## config.mk

```make
export PLATFORM = sky130hd
export DESIGN_NAME = axi_sub_comp_arb
export DESIGN_NICKNAME = d
export VERILOG_FILES = /design/src/rtl/axi_sub_comp_arb.sv
export SDC_FILE = /design/constraint.sdc
export NUM_CORES = 1
export LEC_CHECK = 0
export CORE_AREA = 2 2 153 155
export CTS_CLUSTER_SIZE = 28
export DETAILED_ROUTE_END_ITERATION = 12
export DIE_AREA = 0 0 155 157
export GPL_TIMING_DRIVEN = 1
export PLACE_DENSITY_LB_ADDON = 0.12
export SYNTH_ARGS = -nofsm -noshare
export SYNTH_HDL_FRONTEND = slang
export SYNTH_SLANG_ARGS = --single-unit
```

## constraint.sdc

```tcl
create_clock -name clk -period 5.9 [get_ports clk]
set_input_delay 1.18 -clock clk [delete_from_list [all_inputs] [get_ports clk]]
set_output_delay 1.18 -clock clk [all_outputs]
set_load 0.005 [all_outputs]
```

## src/rtl/axi_sub_comp_arb.sv

```systemverilog
// Burst-locked round-robin arbiter sharing one simplex component port among NREQ
// AXI-subordinate requesters; read valids and errors are steered back to the issuer.
module axi_sub_comp_arb #(
  parameter int NREQ  = 2,
  parameter int AW    = 32,
  parameter int DW    = 32,
  parameter int UW    = 32,
  parameter int IW    = 1,
  parameter int C_LAT = 0
) (
  input  logic                     clk,
  input  logic                     rst_n,
  input  logic [NREQ-1:0]          req_dv,
  input  logic [NREQ*AW-1:0]       req_addr,
  input  logic [NREQ-1:0]          req_write,
  input  logic [NREQ*UW-1:0]       req_user,
  input  logic [NREQ*IW-1:0]       req_id,
  input  logic [NREQ*DW-1:0]       req_wdata,
  input  logic [NREQ*(DW/8)-1:0]   req_wstrb,
  input  logic [NREQ*3-1:0]        req_size,
  input  logic [NREQ-1:0]          req_last,
  output logic [NREQ-1:0]          req_hld,
  output logic [DW-1:0]            req_rdata,
  output logic [NREQ-1:0]          req_rd_vld,
  output logic [NREQ-1:0]          req_rd_err,
  output logic [NREQ-1:0]          req_wr_err,
  output logic                     dv,
  output logic [AW-1:0]            addr,
  output logic                     write,
  output logic [UW-1:0]            user,
  output logic [IW-1:0]            id,
  output logic [DW-1:0]            wdata,
  output logic [DW/8-1:0]          wstrb,
  output logic [2:0]               size,
  output logic                     last,
  input  logic                     hld,
  input  logic [DW-1:0]            rdata,
  input  logic                     rd_err,
  input  logic                     wr_err
);
  localparam int BC  = DW / 8;
  localparam int IXW = $clog2(NREQ);

  typedef enum logic {ST_IDLE, ST_LOCKED} st_t;

  st_t            st_q, st_d;
  logic [IXW-1:0] owner_q, owner_d;
  logic [IXW-1:0] rr_q, rr_d;
  logic [IXW-1:0] gnt;
  logic           gnt_found;
  logic           acc;
  logic           rd_acc;
  logic [NREQ-1:0] rd_vld;

  function automatic logic [IXW-1:0] rr_idx(input logic [IXW-1:0] base, input int k);
    int j;
    j = int'(base) + k;
    if (j >= NREQ) j = j - NREQ;
    return j[IXW-1:0];
  endfunction

  // Grant: the owner while a burst is open, otherwise first requester from rr_q onward.
  always_comb begin
    gnt       = rr_q;
    gnt_found = 1'b0;
    if (st_q == ST_LOCKED) begin
      gnt = owner_q;
    end else begin
      for (int k = 0; k < NREQ; k++) begin
        if (!gnt_found && req_dv[rr_idx(rr_q, k)]) begin
          gnt       = rr_idx(rr_q, k);
          gnt_found = 1'b1;
        end
      end
    end
  end

  always_comb begin
    dv    = req_dv[gnt];
    write = req_write[gnt];
    last  = req_last[gnt];
    addr  = req_addr[gnt*AW +: AW];
    user  = req_user[gnt*UW +: UW];
    id    = req_id[gnt*IW +: IW];
    wdata = req_wdata[gnt*DW +: DW];
    wstrb = req_wstrb[gnt*BC +: BC];
    size  = req_size[gnt*3 +: 3];
  end

  assign acc    = dv && !hld;
  assign rd_acc = acc && !write;

  always_comb begin
    req_hld      = '1;
    req_hld[gnt] = hld;
    req_wr_err   = '0;
    if (wr_err && acc && write) req_wr_err[gnt] = 1'b1;
  end

  always_comb begin
    st_d    = st_q;
    owner_d = owner_q;
    rr_d    = rr_q;
    if (acc) begin
      if (last) begin
        st_d = ST_IDLE;
        rr_d = (gnt == IXW'(NREQ - 1)) ? '0 : gnt + 1'b1;
      end else if (st_q == ST_IDLE) begin
        st_d    = ST_LOCKED;
        owner_d = gnt;
      end
    end
  end

  always_ff @(posedge clk or negedge rst_n) begin
    if (!rst_n) begin
      st_q    <= ST_IDLE;
      owner_q <= '0;
      rr_q    <= '0;
    end else begin
      st_q    <= st_d;
      owner_q <= owner_d;
      rr_q    <= rr_d;
    end
  end

  // Read return: tag each accepted read with its grant and delay it to match the component.
  generate
    if (C_LAT == 0) begin : g_nolat
      always_comb begin
        rd_vld = '0;
        if (rd_acc) rd_vld[gnt] = 1'b1;
      end
    end else begin : g_lat
      logic [C_LAT-1:0] vld_q;
      logic [IXW-1:0]   idx_q [C_LAT];

      always_ff @(posedge clk or negedge rst_n) begin
        if (!rst_n) begin
          vld_q <= '0;
          for (int s = 0; s < C_LAT; s++) idx_q[s] <= '0;
        end else begin
          vld_q[0] <= rd_acc;
          idx_q[0] <= gnt;
          for (int s = 1; s < C_LAT; s++) begin
            vld_q[s] <= vld_q[s-1];
            idx_q[s] <= idx_q[s-1];
          end
        end
      end

      always_comb begin
        rd_vld = '0;
        if (vld_q[C_LAT-1]) rd_vld[idx_q[C_LAT-1]] = 1'b1;
      end
    end
  endgenerate

  assign req_rd_vld = rd_vld;
  assign req_rd_err = rd_vld & {NREQ{rd_err}};
  assign req_rdata  = rdata;

endmodule

```

==> flow_summary.json, run 1 <==
{
  "worstMarginPinSlew_ns": 0.673,
  "synth.distinct_cells": 24,
  "run_status": "finished, final reports clean",
  "hold_viol": 0,
  "antenna_left": 0,
  "hp-start": "rr_q",
  "async_reset_ff_share_pct": 100,
  "yosys_register_bits": 3,
  "num_rows": 55,
  "start_kind": "primary input",
  "first_global_vias": 2741,
  "ctsHoldBuffers": 0,
  "synth_ff_type": "dfrtp_1",
  "path_clk_slew_ns": 0.03,
  "cts-buffers-inserted": 3,
  "synth_top_area_share_pct": 46.3,
  "vias_per_cell": 3.43,
  "drive_gt1_share_pct": 17.3,
  "yosys_warnings": 0,
  "syn_area_um2": 1850,
  "worstPathMaxFanout": 45,
  "dr.pass1.iters": 4,
  "synth_nets": 443,
  "drt_iter0_drc": 91,
  "synth_area_per_cell_um2": 9.63,
  "synth_common_cells": "76 x mux2_2, 34 x buf_4, 30 x mux2_1",
  "fin_crit_ns": 4.92,
  "yosysMostFrequentCell": "mux2_2",
  "min_path_type": "register to register",
  "final_util_pct": 23.6,
  "min_path_cells": 2,
  "io-pin-count": 398,
  "post_cts_resized": 0,
  "grt_pass1_wl_um": 16000,
  "grtUsageTotal_pct": 8.55,
  "vias": 2646,
  "startpoint": "req_dv[0]",
  "numPortBuffers": 333,
  "leakage_nw": 1.89,
  "chipHeight_um": 157,
  "dieArea_um2": 24300,
  "cts_root_buf": "clkbuf_16",
  "multi_input_area_um2": 1420,
  "tns_ns": 0,
  "final_nets": 738,
  "totalWireLength_um": 11800,
  "worst-setup-path-type": "primary input to output pin",
  "synth_top_cell_by_area": "mux2_2",
  "slew_viol_final": 0,
  "syn2layout_area_growth_pct": 187,
  "clock.fmax_ghz": 0.203,
  "grt_max_degree": 67,
  "end_kind": "output pin",
  "gp_congestion": 0.707,
  "synth-seq-area-share_pct": 4.06,
  "reg2reg_depth": 5,
  "cts_post_setup_buffers_inserted": 0,
  "h-tree-depth": 1,
  "fin_crit_sh_pct": 83.5,
  "rsz0062_at_grt": "false",
  "fillers": 2421,
  "worst_ep_required_time_ns": 4.72,
  "start_util_pct": 8.21,
  "layout_setup_ws_ns": 0.976,
  "max_slew_margin_pct": 55.1,
  "synth_cells": 192,
  "max-vdd-ir-drop_mv": 0.195,
  "arrival_ns": 3.74,
  "antenna_found_initial": 1,
  "r2r-start": "st_q",
  "drv_cap": 0,
  "synth_edf_count": 0,
  "p_per_area_nw_per_um2": 301,
  "setup-violations-final": 0,
  "cts.sinks": 3,
  "regArea_um2": 75.1,
  "cts_max_path_buffers": 2,
  "fin_skew_ns": 0.0000708,
  "drc": 0,
  "core_region_area_um2": 22500,
  "synthTopCellsByArea": "mux2_2 46%, mux2_1 18%, buf_4 14%, buf_6 4.3%, dfrtp_1 4.1%",
  "clock_latency_ns": 0.22,
  "die_x_um": 155,
  "hpwlAfterDp_um": 10300,
  "grt_overflow": 0,
  "wl_per_cell_um": 15.3,
  "place_ws_ns": 0.946,
  "cts_tree": "built"
}
[worst max-delay path, stage by stage]
cell and delay (ns):
clkdlybuf4s50_1 0.58, nand2b_1 0.16, a221oi_4 0.35, buf_4 0.54, mux2_2 0.41, clkdlybuf4s50_1 0.47
[final timing paths]
kind	to	slack, ns
max in group asynchronous	owner_q	4.58
max	wdata[10]	0.98
min reg2reg	rr_q	0.61
min in group asynchronous	owner_q	1.16
min	rr_q	0.61
max reg2reg	owner_q	4.11
[cell families after synthesis]
| family | Yosys count | synth area share (%) |
|---|---|---|
| buffers and inverters | 49 | 20.0 |
| flip-flops | 3 | 4.06 |
| multiplexers | 106 | 64.6 |
| AO/OA/AOI/OAI | 15 | 5.89 |
| AND/OR/NAND/NOR | 19 | 5.48 |
[flip-flops by register name, indices dropped and copies added (netlist names)]
name and cells:
owner_q 1, rr_q 1, st_q 1
[power by group]
part	internal (mW)	leakage, nW	switching, mW
sequential	0.0307	0.0345	0.0193
clock	0.0891	0.0382	0.0179
combinational	0.948	1.82	0.490
total	1.07	1.89	0.528
[layout by cell type (no fill, tap or decap)]
cell and instances:
buf_12 1, diode_2 1, dfrtp_1 3, a31oi_1 2, clkbuf_16 3, nor3b_2 1
nor3_1 4, a21boi_0 1, a221oi_4 1, nand2_1 8, clkbuf_1 1, nor2b_1 1
a2bb2oi_1 1, inv_1 4, buf_4 1, o21ai_0 4, o21ba_2 1, a211oi_1 1
o31a_1 1, and2_1 2, nand2b_1 2, mux2_1 30, o221ai_1 1, clkdlybuf4s50_1 333
nor3b_1 1, a21oi_1 2, mux2_2 76
[cell type report]
type,instances,area share [%]
Antenna cell,1,0.0472
Sequential cell,3,1.42
Timing Repair Buffer,335,63.4
Clock buffer,4,1.49
Inverter,4,0.283
Multi-Input combinational cell,140,26.7
Tap cell,285,6.72
[per-layer routing]
layer	GRT usage [%]	wire, µm	up-vias	share of wire [%]
li1	-	-	1254	-
met1	8.54	4120	1172	35
met2	16.9	6170	202	52
met3	2.92	1300	18	11
met4	2.07	196	0	1.7
met5	0	0	-	0
[metrics by stage]
| stage | hold slack, ns | cells | power [mW] | area, µm² |
|---|---|---|---|---|
| 2_1_floorplan | 0.516 | 192 | 0.753 | 1850 |
| 3_3_place_gp | 0.611 | 767 | 1.53 | 5220 |
| 3_5_place_dp | 0.595 | 767 | 1.52 | 5220 |
| 4_1_cts | 0.602 | 771 | 1.64 | 5300 |
| 5_1_grt | 0.670 | 771 | 1.71 | 5300 |
| 6_report | 0.606 | 772 | 1.60 | 5300 |
(Power assumes the default switching activity.)
==> inputs of run 2 (changes only) <==
--- a/config.mk
+++ b/config.mk
@@ -5,10 +5,10 @@
 export SDC_FILE = /design/constraint.sdc
 export NUM_CORES = 1
 export LEC_CHECK = 0
-export CORE_AREA = 2 2 153 155
+export CORE_AREA = 2 2 157 159
 export CTS_CLUSTER_SIZE = 28
 export DETAILED_ROUTE_END_ITERATION = 12
-export DIE_AREA = 0 0 155 157
+export DIE_AREA = 0 0 159 161
 export GPL_TIMING_DRIVEN = 1
 export PLACE_DENSITY_LB_ADDON = 0.12
 export SYNTH_ARGS = -nofsm -noshare
==> constraint.sdc (replaced) <==
create_clock -name clk -period 4.15 [get_ports clk]
set_input_delay 0.83 -clock clk [delete_from_list [all_inputs] [get_ports clk]]
set_output_delay 0.83 -clock clk [all_outputs]
set_load 0.005 [all_outputs]
==> flow_summary.json, run 2 (synthesis gave the netlist of run 1 again) <==
{
  "run_status": "finished, final reports clean",
  "drt_iter0_drc": 34,
  "path_clk_slew_ns": 0.03,
  "grtUsageTotal_pct": 9.20,
  "start_kind": "primary input",
  "cts-buffers-inserted": 3,
  "max_slew_margin_pct": 57.5,
  "clock_latency_ns": 0.23,
  "setup-violations-final": 0,
  "leakage_nw": 1.93,
  "arrival_ns": 3.13,
  "fin_skew_ns": 0.0000777,
  "totalWireLength_um": 12700,
  "antenna_left": 0,
  "worstMarginPinSlew_ns": 0.638,
  "dieArea_um2": 25600,
  "cp_slowest_stage_delay_ns": 0.51,
  "fin_crit_sh_pct": 95.5,
  "drv_cap": 0,
  "min_to": "rr_q",
  "vias_per_cell": 3.26,
  "start_util_pct": 7.71,
  "reg2reg_depth": 6,
  "first_global_vias": 2907,
  "ctsHoldBuffers": 0,
  "hp-start": "rr_q",
  "min_path_cells": 2,
  "final_cell_mix": "333 x clkdlybuf4s50_1, 76 x mux2_2, 30 x mux2_1",
  "final_common_cell": "clkdlybuf4s50_1",
  "max-vdd-ir-drop_mv": 0.232,
  "cts.sinks": 3,
  "cp_top_family": "buffers and inverters",
  "hpwlAfterDp_um": 11200,
  "io-pin-count": 398,
  "path_cells": "clkdlybuf4s50_1 > nand2b_1 > a221oi_4 > buf_12 > buf_4 > mux2_2 > clkdlybuf4s50_1",
  "numPortBuffers": 333,
  "cts_root_buf": "clkbuf_16",
  "p_per_area_nw_per_um2": 438,
  "hold_viol": 0,
  "fin_crit_ns": 3.96,
  "crit_buf_inv": 4,
  "clock.fmax_ghz": 0.252,
  "syn2layout_area_growth_pct": 194,
  "rrSetupSlack_ns": 2.26,
  "post_cts_resized": 0,
  "gp_congestion": 0.939,
  "wl_per_cell_um": 15.5,
  "grt_overflow": 0,
  "h-tree-depth": 1,
  "die_x_um": 159,
  "rsz0062_at_grt": "false",
  "cts_post_setup_buffers_inserted": 0,
  "num_rows": 57,
  "drive_gt1_share_pct": 18.5,
  "r2r_end": "owner_q",
  "critPathSlowestCell": "clkdlybuf4s50_1",
  "tns_ns": 0,
  "path_common_cell": "clkdlybuf4s50_1",
  "fillers": 2638,
  "worstPathMaxFanout": 32,
  "finalPower_mw": 2.38,
  "end_kind": "output pin",
  "final_nets": 745,
  "min_path_type": "register to register",
  "worst-setup-path-type": "primary input to output pin",
  "cts_max_path_buffers": 2,
  "drc": 0,
  "worst_ep_required_time_ns": 3.32,
  "grt_pass1_wl_um": 18400,
  "antenna_found_initial": 1,
  "dr.pass1.iters": 4,
  "chipHeight_um": 161,
  "slew_viol_final": 0,
  "cts_tree": "built",
  "core_region_area_um2": 24000,
  "r2r-start": "st_q",
  "grt_max_degree": 45,
  "vias": 2663,
  "reg_top3": "owner_q x1, rr_q x1, st_q x1"
}
[run 2: cell types whose count changed in the layout (fill, tap and decap cells not counted), sizes merged]
cell / previous run / this run
buf: 2 / 9
[run 2: worst max-delay path by stage]
stage	cells past startpoint	end	from
floorplan	5	addr[29]	req_dv[1]
global placement	7	size[0]	req_dv[0]
detailed placement	7	size[0]	req_dv[0]
CTS	7	wdata[29]	req_dv[0]
global route	7	wdata[29]	req_dv[0]
finish	7	wdata[29]	req_dv[0]
[run 2: metrics by stage]
| stage | hold slack, ns | worst slack (ns) | area (µm²) | cells | util (%) |
|---|---|---|---|---|---|
| 6_report | 0.620 | 0.187 | 5430 | 818 | 22.7 |
| 5_1_grt | 0.727 | 0.0490 | 5430 | 818 | 22.7 |
| 4_1_cts | 0.635 | 0.151 | 5430 | 817 | 22.7 |
| 3_5_place_dp | 0.626 | 0.158 | 5350 | 813 | 22.3 |
| 3_3_place_gp | 0.628 | 0.192 | 5350 | 813 | 22.3 |
| 2_1_floorplan | 0.516 | 1.32 | 1850 | 192 | - |
[run 2: layer usage]
metal  vias to the layer above  part of all wire (%)  track usage (%)
met5                         -                     0                0
met4                         0                   1.7             2.11
met3                        17                   9.6             3.00
met2                       195                    54             18.2
met1                      1180                    34             9.33
li1                       1271                     -                -
[run 2: layout make-up]
cell class	count	area, µm²	area share (%)
Antenna cell	1	2.50	0.0461
Clock buffer	4	78.8	1.45
Inverter	4	15.0	0.276
Multi-Input combinational cell	140	1420	26.1
Sequential cell	3	75.1	1.38
Tap cell	324	405	7.47
Timing Repair Buffer	342	3440	63.3
[run 2: tightest hold or removal path: stages (launching register included)]
cell and delay (ns):
dfrtp_1 0.39, o21ai_0 0.10, o21ai_0 0.09
[run 2: power by group]
| part | internal, mW | total [mW] | switching (mW) | leakage [nW] |
|---|---|---|---|---|
| combinational | 1.42 | 2.15 | 0.730 | 1.86 |
| sequential | 0.0437 | 0.0735 | 0.0298 | 0.0345 |
| clock | 0.127 | 0.155 | 0.0284 | 0.0382 |
| total | 1.59 | 2.38 | 0.788 | 1.93 |
==> inputs of run 3 (changes only) <==
==> constraint.sdc (replaced) <==
create_clock -name clk -period 4.15 [get_ports clk]
set_input_delay 0.83 -clock clk [delete_from_list [all_inputs] [get_ports clk]]
set_output_delay 0.83 -clock clk [all_outputs]
set_load 0.05 [all_outputs]
==> flow_summary.json, run 3 (synthesis gave the netlist of run 1 again) <==
{
  "run_status": "finished, final reports clean",
  "cts-buffers-inserted": 3,
  "slew_viol_final": 0,
  "startpoint": "req_dv[0]",
  "worst_ep_required_time_ns": 3.32,
  "worstMarginPinSlew_ns": 0.517,
  "leakage_nw": 2.03,
  "met1_usage_pct": 8.56,
  "drv_cap": 0,
  "finalPower_mw": 3.63,
  "fin_skew_ns": 0.00153,
  "reg_top3": "owner_q x1, rr_q x1, st_q x1",
  "worst-setup-path-type": "primary input to output pin",
  "n_antenna_cell": 0,
  "wl_per_cell_um": 15.3,
  "ctsHoldBuffers": 0,
  "r2r-start": "st_q",
  "drt_iter0_drc": 58,
  "clock_latency_ns": 0.22,
  "syn2layout_area_growth_pct": 179,
  "antenna_found_initial": 1,
  "fillers": 2644,
  "start_util_pct": 7.71,
  "totalWireLength_um": 12500,
  "start_kind": "primary input",
  "multi_input_area_um2": 1420,
  "use_met3_pct": 3.11,
  "grt_max_degree": 53,
  "globalRouteMet2Util_pct": 18.3,
  "postLayoutCellArea_um2": 5150,
  "post_cts_resized": 0,
  "fin_crit_ns": 3.79,
  "max-vdd-ir-drop_mv": 0.217,
  "final_cell_mix": "219 x clkdlybuf4s50_1, 113 x buf_4, 76 x mux2_2",
  "path_clk_slew_ns": 0.03,
  "vias": 2723,
  "numPortBuffers": 333,
  "final_util_pct": 21.5,
  "h-tree-depth": 1,
  "gp_congestion": 0.957,
  "num_rows": 57,
  "first_global_vias": 2879,
  "dr.pass1.iters": 6,
  "p_per_area_nw_per_um2": 705,
  "worstPathMaxFanout": 25,
  "final_nets": 741,
  "cts_root_buf": "clkbuf_16",
  "rsz0062_at_grt": "false",
  "regArea_um2": 75.1,
  "cts_post_setup_buffers_inserted": 0,
  "min_path_type": "register to register",
  "fin_crit_sh_pct": 91.2,
  "holdWs_ns": 0.663,
  "drc": 0,
  "hp-start": "rr_q",
  "dieArea_um2": 25600,
  "antenna_left": 0,
  "setup-violations-final": 0,
  "core_region_area_um2": 24000,
  "hpwlAfterDp_um": 11200,
  "hold_viol": 0,
  "arrival_ns": 2.96,
  "final_common_cell": "clkdlybuf4s50_1",
  "grt_busiest_layer": "met2",
  "grtUsageTotal_pct": 8.88,
  "max_slew_margin_pct": 65.4,
  "vias_per_cell": 3.35,
  "clock.fmax_ghz": 0.264,
  "io-pin-count": 398,
  "tns_ns": 0,
  "cts_max_path_buffers": 2,
  "cts.sinks": 3,
  "die_x_um": 159,
  "placed_area_um2": 5070,
  "grt_pass1_wl_um": 17700,
  "cts_tree": "built",
  "chipHeight_um": 161,
  "end_kind": "output pin",
  "grt_overflow": 0,
  "drive_gt1_share_pct": 41.1
}
## run 3: changes by cell type in the layout (fill, tap and decap cells not counted)
| cell | previous run | this run |
|---|---|---|
| diode_2 | 1 | 0 |
| buf_12 | 3 | 6 |
| clkdlybuf4s50_1 | 333 | 219 |
| buf_4 | 6 | 113 |
## run 3: where the power goes
group | switching [mW] | internal (mW)
logic | 2.14 | 1.26
clock network | 0.0264 | 0.127
registers | 0.0311 | 0.0436
## run 3: final cells by class
| cell class | instances | share of cell area (%) |
|---|---|---|
| multi-input cells | 140 | 27.5 |
| repair buffers | 338 | 61.4 |
| clock buffers | 4 | 1.53 |
| inverters | 4 | 0.292 |
| flip-flops and latches | 3 | 1.46 |
| well taps | 324 | 7.87 |
## run 3: final timing paths
path / endpoint / slack, ns / cells after the start
setup / recovery: user[30] / 0.36 / 7
hold / removal: rr_q / 0.66 / 2
setup reg to reg: owner_q / 2.45 / 5
hold reg to reg: rr_q / 0.66 / 2
max in group asynchronous: rr_q / 3.22 / 1
min in group asynchronous: st_q / 0.79 / 1
## run 3: critical path, cell delays in order
cell,delay (ns)
clkdlybuf4s50_1,0.57
nand2b_1,0.15
a221oi_4,0.36
buf_12,0.23
buf_4,0.24
mux2_1,0.36
buf_4,0.20
## run 3: metal layers
| metal | vias up | wire length [µm] |
|---|---|---|
| met3 | 12 | 1270 |
| met2 | 202 | 7100 |
| met4 | 0 | 93 |
| met5 | - | 0 |
| li1 | 1260 | - |
| met1 | 1249 | 4000 |
## run 3: per-stage QoR
stage	worst slack, ns	instances
finish	0.364	813
floorplan	0.260	192
global placement	0.350	809
detailed placement	0.341	809
CTS	0.333	813
global route	0.247	813
